### src/rtl/spwm_gate_monitor.sv
// spwm_gate_monitor
//   Watches the six gate lines of a three-phase SPWM deadtime driver.
//   Each line is synchronized into clk. Each phase leg is then classified
//   as DEAD, HIGH, LOW or SHOOT. Per phase the block measures:
//     - the last complete high time,
//     - the last complete period (entry to HIGH to the next entry to HIGH),
//     - the dead interval at each commutation.
//   It also latches shoot-through and deadtime-violation faults.
//
// Ports
//   clk, rst_n             system clock, synchronous active-low reset
//   AH/AL, BH/BL, CH/CL    asynchronous gate inputs (high side / low side)
//   min_deadtime[4:0]      minimum legal dead interval in clk cycles (0 = no check)
//   fault_clr              one-cycle pulse that clears all latched faults
//   sel[1:0]               readout phase select (0=A, 1=B, 2=C, 3=zeros)
//   meas_high/meas_period  last complete high time / period of the selected phase
//   meas_dead[7:0]         last dead interval of the selected phase
//   meas_valid[2:0]        per-phase pulse when that phase's high/period registers update
//   fault_shoot[2:0]       latched shoot-through flags
//   fault_dt[2:0]          latched deadtime-violation flags
//   fault                  OR of all latched fault bits
module spwm_gate_monitor #(
  parameter int CNT_W       = 16,
  parameter int SYNC_STAGES = 2
) (
  input  logic             clk,
  input  logic             rst_n,
  input  logic             AH,
  input  logic             AL,
  input  logic             BH,
  input  logic             BL,
  input  logic             CH,
  input  logic             CL,
  input  logic [4:0]       min_deadtime,
  input  logic             fault_clr,
  input  logic [1:0]       sel,
  output logic [CNT_W-1:0] meas_high,
  output logic [CNT_W-1:0] meas_period,
  output logic [7:0]       meas_dead,
  output logic [2:0]       meas_valid,
  output logic [2:0]       fault_shoot,
  output logic [2:0]       fault_dt,
  output logic             fault
);

  // The encoding equals the synchronized {H,L} pair, so decoding is a plain cast.
  typedef enum logic [1:0] {
    ST_DEAD  = 2'b00,
    ST_LOW   = 2'b01,
    ST_HIGH  = 2'b10,
    ST_SHOOT = 2'b11
  } leg_state_t;

  typedef enum logic [1:0] {
    DRV_NONE = 2'b00,
    DRV_HIGH = 2'b01,
    DRV_LOW  = 2'b10
  } drive_t;

  logic [2:0] raw_h;
  logic [2:0] raw_l;

  assign raw_h = {CH, BH, AH};
  assign raw_l = {CL, BL, AL};

  logic [SYNC_STAGES-1:0] sync_h [3];
  logic [SYNC_STAGES-1:0] sync_l [3];

  leg_state_t state     [3];
  leg_state_t state_nxt [3];
  drive_t     last_drive [3];

  logic [2:0]            armed;
  logic [2:0][7:0]       dead_cnt;
  logic [2:0][7:0]       dead_last;
  logic [2:0][7:0]       dead_new;
  logic [2:0][CNT_W-1:0] high_cnt;
  logic [2:0][CNT_W-1:0] high_hold;
  logic [2:0][CNT_W-1:0] high_reg;
  logic [2:0][CNT_W-1:0] period_cnt;
  logic [2:0][CNT_W-1:0] period_reg;

  logic [2:0] enter_high;
  logic [2:0] enter_low;
  logic [2:0] enter_dead;
  logic [2:0] stay_high;
  logic [2:0] stay_dead;
  logic [2:0] exit_high;
  logic [2:0] dt_viol;
  logic [2:0] shoot_now;

  function automatic logic [CNT_W-1:0] sat_inc_cnt(input logic [CNT_W-1:0] v);
    return (&v) ? v : v + CNT_W'(1);
  endfunction

  function automatic logic [7:0] sat_inc_dead(input logic [7:0] v);
    return (&v) ? v : v + 8'd1;
  endfunction

  // Each gate line shifts through its own flip-flop chain. The MSB is the synchronized value.
  always_ff @(posedge clk) begin
    if (!rst_n) begin
      for (int p = 0; p < 3; p++) begin
        sync_h[p] <= '0;
        sync_l[p] <= '0;
      end
    end else begin
      for (int p = 0; p < 3; p++) begin
        sync_h[p] <= {sync_h[p][SYNC_STAGES-2:0], raw_h[p]};
        sync_l[p] <= {sync_l[p][SYNC_STAGES-2:0], raw_l[p]};
      end
    end
  end

  always_ff @(posedge clk) begin
    if (!rst_n) begin
      for (int p = 0; p < 3; p++) state[p] <= ST_DEAD;
    end else begin
      for (int p = 0; p < 3; p++) state[p] <= state_nxt[p];
    end
  end

  // The next state is whatever the synchronized pair says. Every event is
  // found by comparing the registered state with that decoded value.
  always_comb begin
    enter_high = '0;
    enter_low  = '0;
    enter_dead = '0;
    stay_high  = '0;
    stay_dead  = '0;
    exit_high  = '0;
    dt_viol    = '0;
    shoot_now  = '0;
    dead_new   = '0;
    for (int p = 0; p < 3; p++) begin
      state_nxt[p] = leg_state_t'({sync_h[p][SYNC_STAGES-1], sync_l[p][SYNC_STAGES-1]});
      enter_high[p] = (state_nxt[p] == ST_HIGH) && (state[p] != ST_HIGH);
      enter_low[p]  = (state_nxt[p] == ST_LOW)  && (state[p] != ST_LOW);
      enter_dead[p] = (state_nxt[p] == ST_DEAD) && (state[p] != ST_DEAD);
      stay_high[p]  = (state_nxt[p] == ST_HIGH) && (state[p] == ST_HIGH);
      stay_dead[p]  = (state_nxt[p] == ST_DEAD) && (state[p] == ST_DEAD);
      exit_high[p]  = (state[p] == ST_HIGH) && (state_nxt[p] != ST_HIGH);
      shoot_now[p]  = (state_nxt[p] == ST_SHOOT);
      // A direct HIGH<->LOW swap had no dead time at all. Leaving SHOOT keeps the old value.
      if (state[p] == ST_DEAD)
        dead_new[p] = dead_cnt[p];
      else if (state[p] == ST_SHOOT)
        dead_new[p] = dead_last[p];
      if ((enter_high[p] && last_drive[p] == DRV_LOW) ||
          (enter_low[p]  && last_drive[p] == DRV_HIGH))
        dt_viol[p] = (dead_new[p] < {3'b000, min_deadtime});
    end
  end

  // Per-phase counters, measurement registers and latched faults.
  always_ff @(posedge clk) begin
    if (!rst_n) begin
      armed       <= '0;
      dead_cnt    <= '0;
      dead_last   <= '0;
      high_cnt    <= '0;
      high_hold   <= '0;
      high_reg    <= '0;
      period_cnt  <= '0;
      period_reg  <= '0;
      meas_valid  <= '0;
      fault_shoot <= '0;
      fault_dt    <= '0;
      for (int p = 0; p < 3; p++) last_drive[p] <= DRV_NONE;
    end else begin
      for (int p = 0; p < 3; p++) begin
        if (enter_dead[p])
          dead_cnt[p] <= 8'd1;
        else if (stay_dead[p])
          dead_cnt[p] <= sat_inc_dead(dead_cnt[p]);

        if (enter_high[p] || enter_low[p])
          dead_last[p] <= dead_new[p];

        if (enter_high[p])
          last_drive[p] <= DRV_HIGH;
        else if (enter_low[p])
          last_drive[p] <= DRV_LOW;

        if (enter_high[p])
          high_cnt[p] <= CNT_W'(1);
        else if (stay_high[p])
          high_cnt[p] <= sat_inc_cnt(high_cnt[p]);

        if (exit_high[p])
          high_hold[p] <= high_cnt[p];

        // The period restarts at 1 because the entry cycle belongs to the new period.
        if (enter_high[p]) begin
          period_cnt[p] <= CNT_W'(1);
          period_reg[p] <= period_cnt[p];
        end else begin
          period_cnt[p] <= sat_inc_cnt(period_cnt[p]);
        end

        // The first HIGH entry only arms the phase, because no complete high time exists yet.
        if (enter_high[p] && armed[p])
          high_reg[p] <= high_hold[p];
        meas_valid[p] <= enter_high[p] && armed[p];
        if (enter_high[p])
          armed[p] <= 1'b1;

        // A new fault condition beats a coincident clear.
        fault_shoot[p] <= (fault_shoot[p] & ~fault_clr) | shoot_now[p];
        fault_dt[p]    <= (fault_dt[p] & ~fault_clr) | dt_viol[p];
      end
    end
  end

  always_ff @(posedge clk) begin
    if (!rst_n) begin
      meas_high   <= '0;
      meas_period <= '0;
      meas_dead   <= '0;
    end else begin
      case (sel)
        2'd0: begin
          meas_high   <= high_reg[0];
          meas_period <= period_reg[0];
          meas_dead   <= dead_last[0];
        end
        2'd1: begin
          meas_high   <= high_reg[1];
          meas_period <= period_reg[1];
          meas_dead   <= dead_last[1];
        end
        2'd2: begin
          meas_high   <= high_reg[2];
          meas_period <= period_reg[2];
          meas_dead   <= dead_last[2];
        end
        default: begin
          meas_high   <= '0;
          meas_period <= '0;
          meas_dead   <= '0;
        end
      endcase
    end
  end

  assign fault = |{fault_shoot, fault_dt};

endmodule

### config.mk
export PLATFORM = sky130hd
export DESIGN_NAME = spwm_gate_monitor
export DESIGN_NICKNAME = d
export VERILOG_FILES = /design/src/rtl/spwm_gate_monitor.sv
export SDC_FILE = /design/constraint.sdc
export NUM_CORES = 1
export LEC_CHECK = 0
export BUFFER_PORTS_ARGS = -buffer_cell sky130_fd_sc_hd__buf_2
export CAP_MARGIN = 40
export CORE_AREA = 4 4 130 226
export CTS_CLUSTER_SIZE = 8
export DETAILED_ROUTE_END_ITERATION = 16
export DIE_AREA = 0 0 134 230
export PLACE_DENSITY = 0.82
export SLEW_MARGIN = 15
export SYNTH_ARGS = -nofsm -noshare
export SYNTH_HDL_FRONTEND = slang
export SYNTH_SLANG_ARGS = --single-unit
### constraint.sdc
create_clock -name clk -period 2 [get_ports clk]
set_input_delay 0.1 -clock clk [delete_from_list [all_inputs] [get_ports clk]]
set_output_delay 0.1 -clock clk [all_outputs]
set_load 0.1 [all_outputs]
==> results.txt <==
Summing all placed instances gives a cell area of 16000 um^2. For the number of instances in the synthesized netlist, the log shows 1827. For the insertion delay of the later-clocked pin in the worst-skew pair, the log shows 0.58 ns. The flow ran to the end, and the final reports show no timing, DRC or antenna violations. No sink is reached through more buffers than the 3 on the longest clock path. Number of vias in the routed layout: 13200. In this run, synthesis inferred 4 flip-flops with an integrated enable. Share of synthesized area occupied by flip-flops and latches: 0.487. The share of synthesized cell area in full adder, half adder and majority cells was 0.0175; the highest clock rate was 527 MHz. Number of pins exceeding their max-slew limit in the final report: 0. The final layout contains 1957 nets. The logs give 364 for the sink count of the clock tree and 0 for the number of antenna violations at the first check in global routing.

For the number of clock buffers inserted by TritonCTS, the log shows 51. Top fanout value on the critical path: 7. Among cell families on the critical path, the largest total delay comes from compound AO/OA/AOI/OAI gates. After global routing the overflow that remains totals 0. The pre-antenna-repair detailed-routing pass consisted of 6 iterations. The tool flagged a number of max-cap violations equal to 0. Data arrival time at the worst-slack endpoint: 2.42 ns. Capture endpoint of the worst hold path: fault_dt[0]$_SDFF_PN0_. TritonCTS built the clock tree.

The post-synthesis area per instance is 8.23 um^2, and the hold violation total from the final report is 0. The tools report the endpoint of the lowest-slack register-to-register path as fault_dt[1]$_SDFF_PN0_. The number of cells on the worst hold path works out to 4. Clock-pin slew was measured on the worst setup and hold paths at 0.05 ns. After detailed routing, the average wire length per cell comes to 16.2 um. The xor and xnor fraction of the mapped netlist area works out to 0.0402. The final worst-path cycle share came out at 0.949.

In this run the most critical hold path is launched from min_deadtime[4]. The clock arrives with 0.0275 ns of skew. Entering global routing, the biggest net connects 80 pins. Timing analysis after detailed placement gives a worst setup slack of -0.00104 ns. By area, the combinational part of the netlist is dominated by simple AND/OR/NAND/NOR gates. The worst setup path category is flip-flop to flip-flop.

The die extent in x was 134 um; the via count of the first global-routing pass was 12900. Largest stage delay on the critical path: 0.36 ns. 0 antenna diodes ended up in the layout.

Counting buffers and inverters, the worst setup path is 8 cells deep. Setup slack closes at 0.103 ns. For this run, the number of Yosys warnings is 0. For the count of pins on the block boundary, the log shows 66. The most used flip-flop cell after synthesis is dfxtp_1. The total global routing track utilization came out at 0.236.

STA classifies the critical path startpoint as a flip-flop. The synthesized netlist net count came out at 1864. The worst hold path belongs to the class input pin to flip-flop. The number of port buffers is 65, and the final routed DRC violation total is 0. The area enclosed by the die boundary is 30800 um^2, and the half-perimeter wire length after detailed placement is 25700 um.

The most repeated library cell on the critical path is a22o_1. The synthesized netlist contains 58 unique library cells. The final cell utilization of the core was 0.631. The worst setup path is captured at a flip-flop.

The remaining number of nets flagged by the antenna check after routing was 0. Traced cell by cell, the critical path runs through and2_4, a22o_1, ha_1, nor2_1, nand2_1, a221o_1, a41oi_1, a22o_1. The mux share of post-synthesis cell area came out at 0.0340.

The shortest period the worst path allows works out to 1.90 ns. The final standard cell area without fillers came out at 17500 um^2. Root buffer selected by CTS: clkbuf_16. For the worst flop-to-flop path, the logic depth is 8. For the synthesized cell area, the log shows 15000 um^2. The share of synthesized registers carrying an async set or reset was 0. The core region is 27700 um^2. Counting tap cells, the placed design contains a total of 2231 instances. The worst path buffer plus inverter count came out at 0. The tools report the placement row count as 81.

In this run the critical register-to-register path is launched from state[0][2]$_SDFF_PN0_. Setup violations remaining at the end of the flow were counted as 0. Wires add up to 37300 um. STA puts the critical path data required time at 2.52 ns.

The worst reg-to-reg setup slack was 0.10 ns; the wire length of the first global-routing pass was 60900 um. In this run the static leakage power is 6.37 nW. The initial detailed-routing violation count is 959, and the ratio of total power to cell area is 904 nW/um^2. The average via count per standard cell was 5.72.

Excluding fillers, the count of instances in the completed layout stands at 2298. The logs give 0.543 for the initial core utilization and 0.423 for the worst slew margin relative to its limit. Post-CTS timing repair inserted 0 buffers for setup. The ratio of cells with drive above 1 in the final layout is 0.105. The H-tree generated during clock tree synthesis spans 2 levels.

The slowest stage of the critical path is the dfxtp_1 cell. The simple-gate share of the synthesized area is 0.257, and the floorplan die height is 230 um. At the pin with the least slew margin, the transition time is 0.858 ns. Compared with the post-synthesis result, the final layout area differs by 16.1%.

In this run, synthesis produced a sequential element count of 364. The synthesized-area fraction occupied by ao, oa, aoi and oai cells was 0.135; the weighted congestion reported at the end of routability-driven placement was 0.944. The worst ir drop on vdd was 642 uV.
-- layer usage --
| metal | routed length, um | track usage |
|---|---|---|
| met3 | 1520 | 0.0309 |
| met1 | 14200 | 0.257 |
| met4 | 1400 | 0.109 |
| met5 | 0 | 0 |
| met2 | 20200 | 0.446 |
-- how the worst max path moves through the flow --
stage	start	endpoint	slack, ns
2_1_floorplan	state[0][4]$_SDFF_PN0_	fault_dt[2]$_SDFF_PN0_	0.07
3_3_place_gp	state[0][1]$_SDFF_PN0_	fault_dt[0]$_SDFF_PN0_	0.05
3_5_place_dp	state[0][1]$_SDFF_PN0_	fault_dt[0]$_SDFF_PN0_	-0.001
4_1_cts	state[0][2]$_SDFF_PN0_	fault_dt[1]$_SDFF_PN0_	0.08
5_1_grt	state[0][4]$_SDFF_PN0_	high_cnt[47]$_SDFFE_PP0P_	-0.004
6_report	state[0][2]$_SDFF_PN0_	fault_dt[1]$_SDFF_PN0_	0.10
-- report_power, final --
part	switching, W	total, W	internal (W)
Combinational	0.000464	0.000692	0.000228
Clock	0.00302	0.00765	0.00463
Sequential	0.0000800	0.00744	0.00736
Total	0.00356	0.0158	0.0122
-- logic make-up after synthesis --
logic type	Yosys count
simple gates	858
flops	364
compound gates	352
buf+inv	112
xor+xnor	69
mux	51
fa+ha+maj	21
-- worst reg2reg max path: cells and delay by family, from the launching register on --
family	cells	cell delay, ns
flip-flops	1	0.36
adder cells (fa/ha/maj)	1	0.20
AO/OA/AOI/OAI	4	0.90
AND/OR/NAND/NOR	3	0.39
-- cell usage after synthesis, drive strengths merged, types with 27 or more instances --
cell type	count	area, um^2
nand3	57	285
nor3	34	180
and2	30	188
dfxtp	360	7210
nand4	27	169
o21ai	28	140
clkbuf	80	300
nand2	382	1430
a21oi	239	1200
xnor2	45	394
nor2	218	818
mux2i	51	510
-- metrics by stage --
stage          hold slack, ns   TNS, ns  total power [W]
2_1_floorplan           0.227         0          0.00802
3_3_place_gp            0.317         0          0.00822
3_5_place_dp            0.310  -0.00104          0.00824
4_1_cts                0.0948         0           0.0159
5_1_grt                 0.114  -0.00373           0.0162
6_report                0.107         0           0.0158
-- cell usage in the layout (no fill, tap or decap), types with 5 or more instances in the layout --
master / netlist / final
and4_1: 12 / 12
nor2_1: 218 / 216
or2_2: 5 / 5
nor3b_1: 7 / 7
nand3_1: 57 / 56
a22o_1: 14 / 14
xor2_1: 24 / 24
o31ai_1: 10 / 10
a32oi_1: 8 / 8
a211oi_1: 10 / 9
nor2b_1: 8 / 7
nand2b_1: 17 / 17
a21oi_1: 239 / 239
buf_2: 10 / 65
and3_1: 15 / 15
nand2_1: 382 / 382
mux2i_1: 51 / 51
buf_4: 0 / 58
clkbuf_16: 0 / 51
dfxtp_1: 360 / 359
dlygate4sd3_1: 0 / 9
o211ai_1: 9 / 9
ha_1: 21 / 21
nand4_1: 27 / 27
a31oi_1: 5 / 5
nor4_1: 18 / 18
xnor2_1: 45 / 45
inv_1: 15 / 15
or3_1: 14 / 14
o21ai_0: 25 / 25
nor3_1: 32 / 32
and2_1: 29 / 27
-- layout make-up --
cell class	count	area, um^2
fillers	2216	10200
inverters	16	65.1
multi-input cells	1351	7290
repair buffers	136	931
clock buffers	54	1290
flip-flops and latches	364	7330
well taps	373	467
clock inverters	4	82.6
-- timing repair --
item | 4_1_cts | 5_1_grt
resized for setup | 1 | 7
gates cloned | 0 | 0
hold buffers | 9 | 0
endpoints found under the hold margin | 15 | 0
endpoints found under the setup margin | 1 | 4
Power figures use the tool's default switching activity.
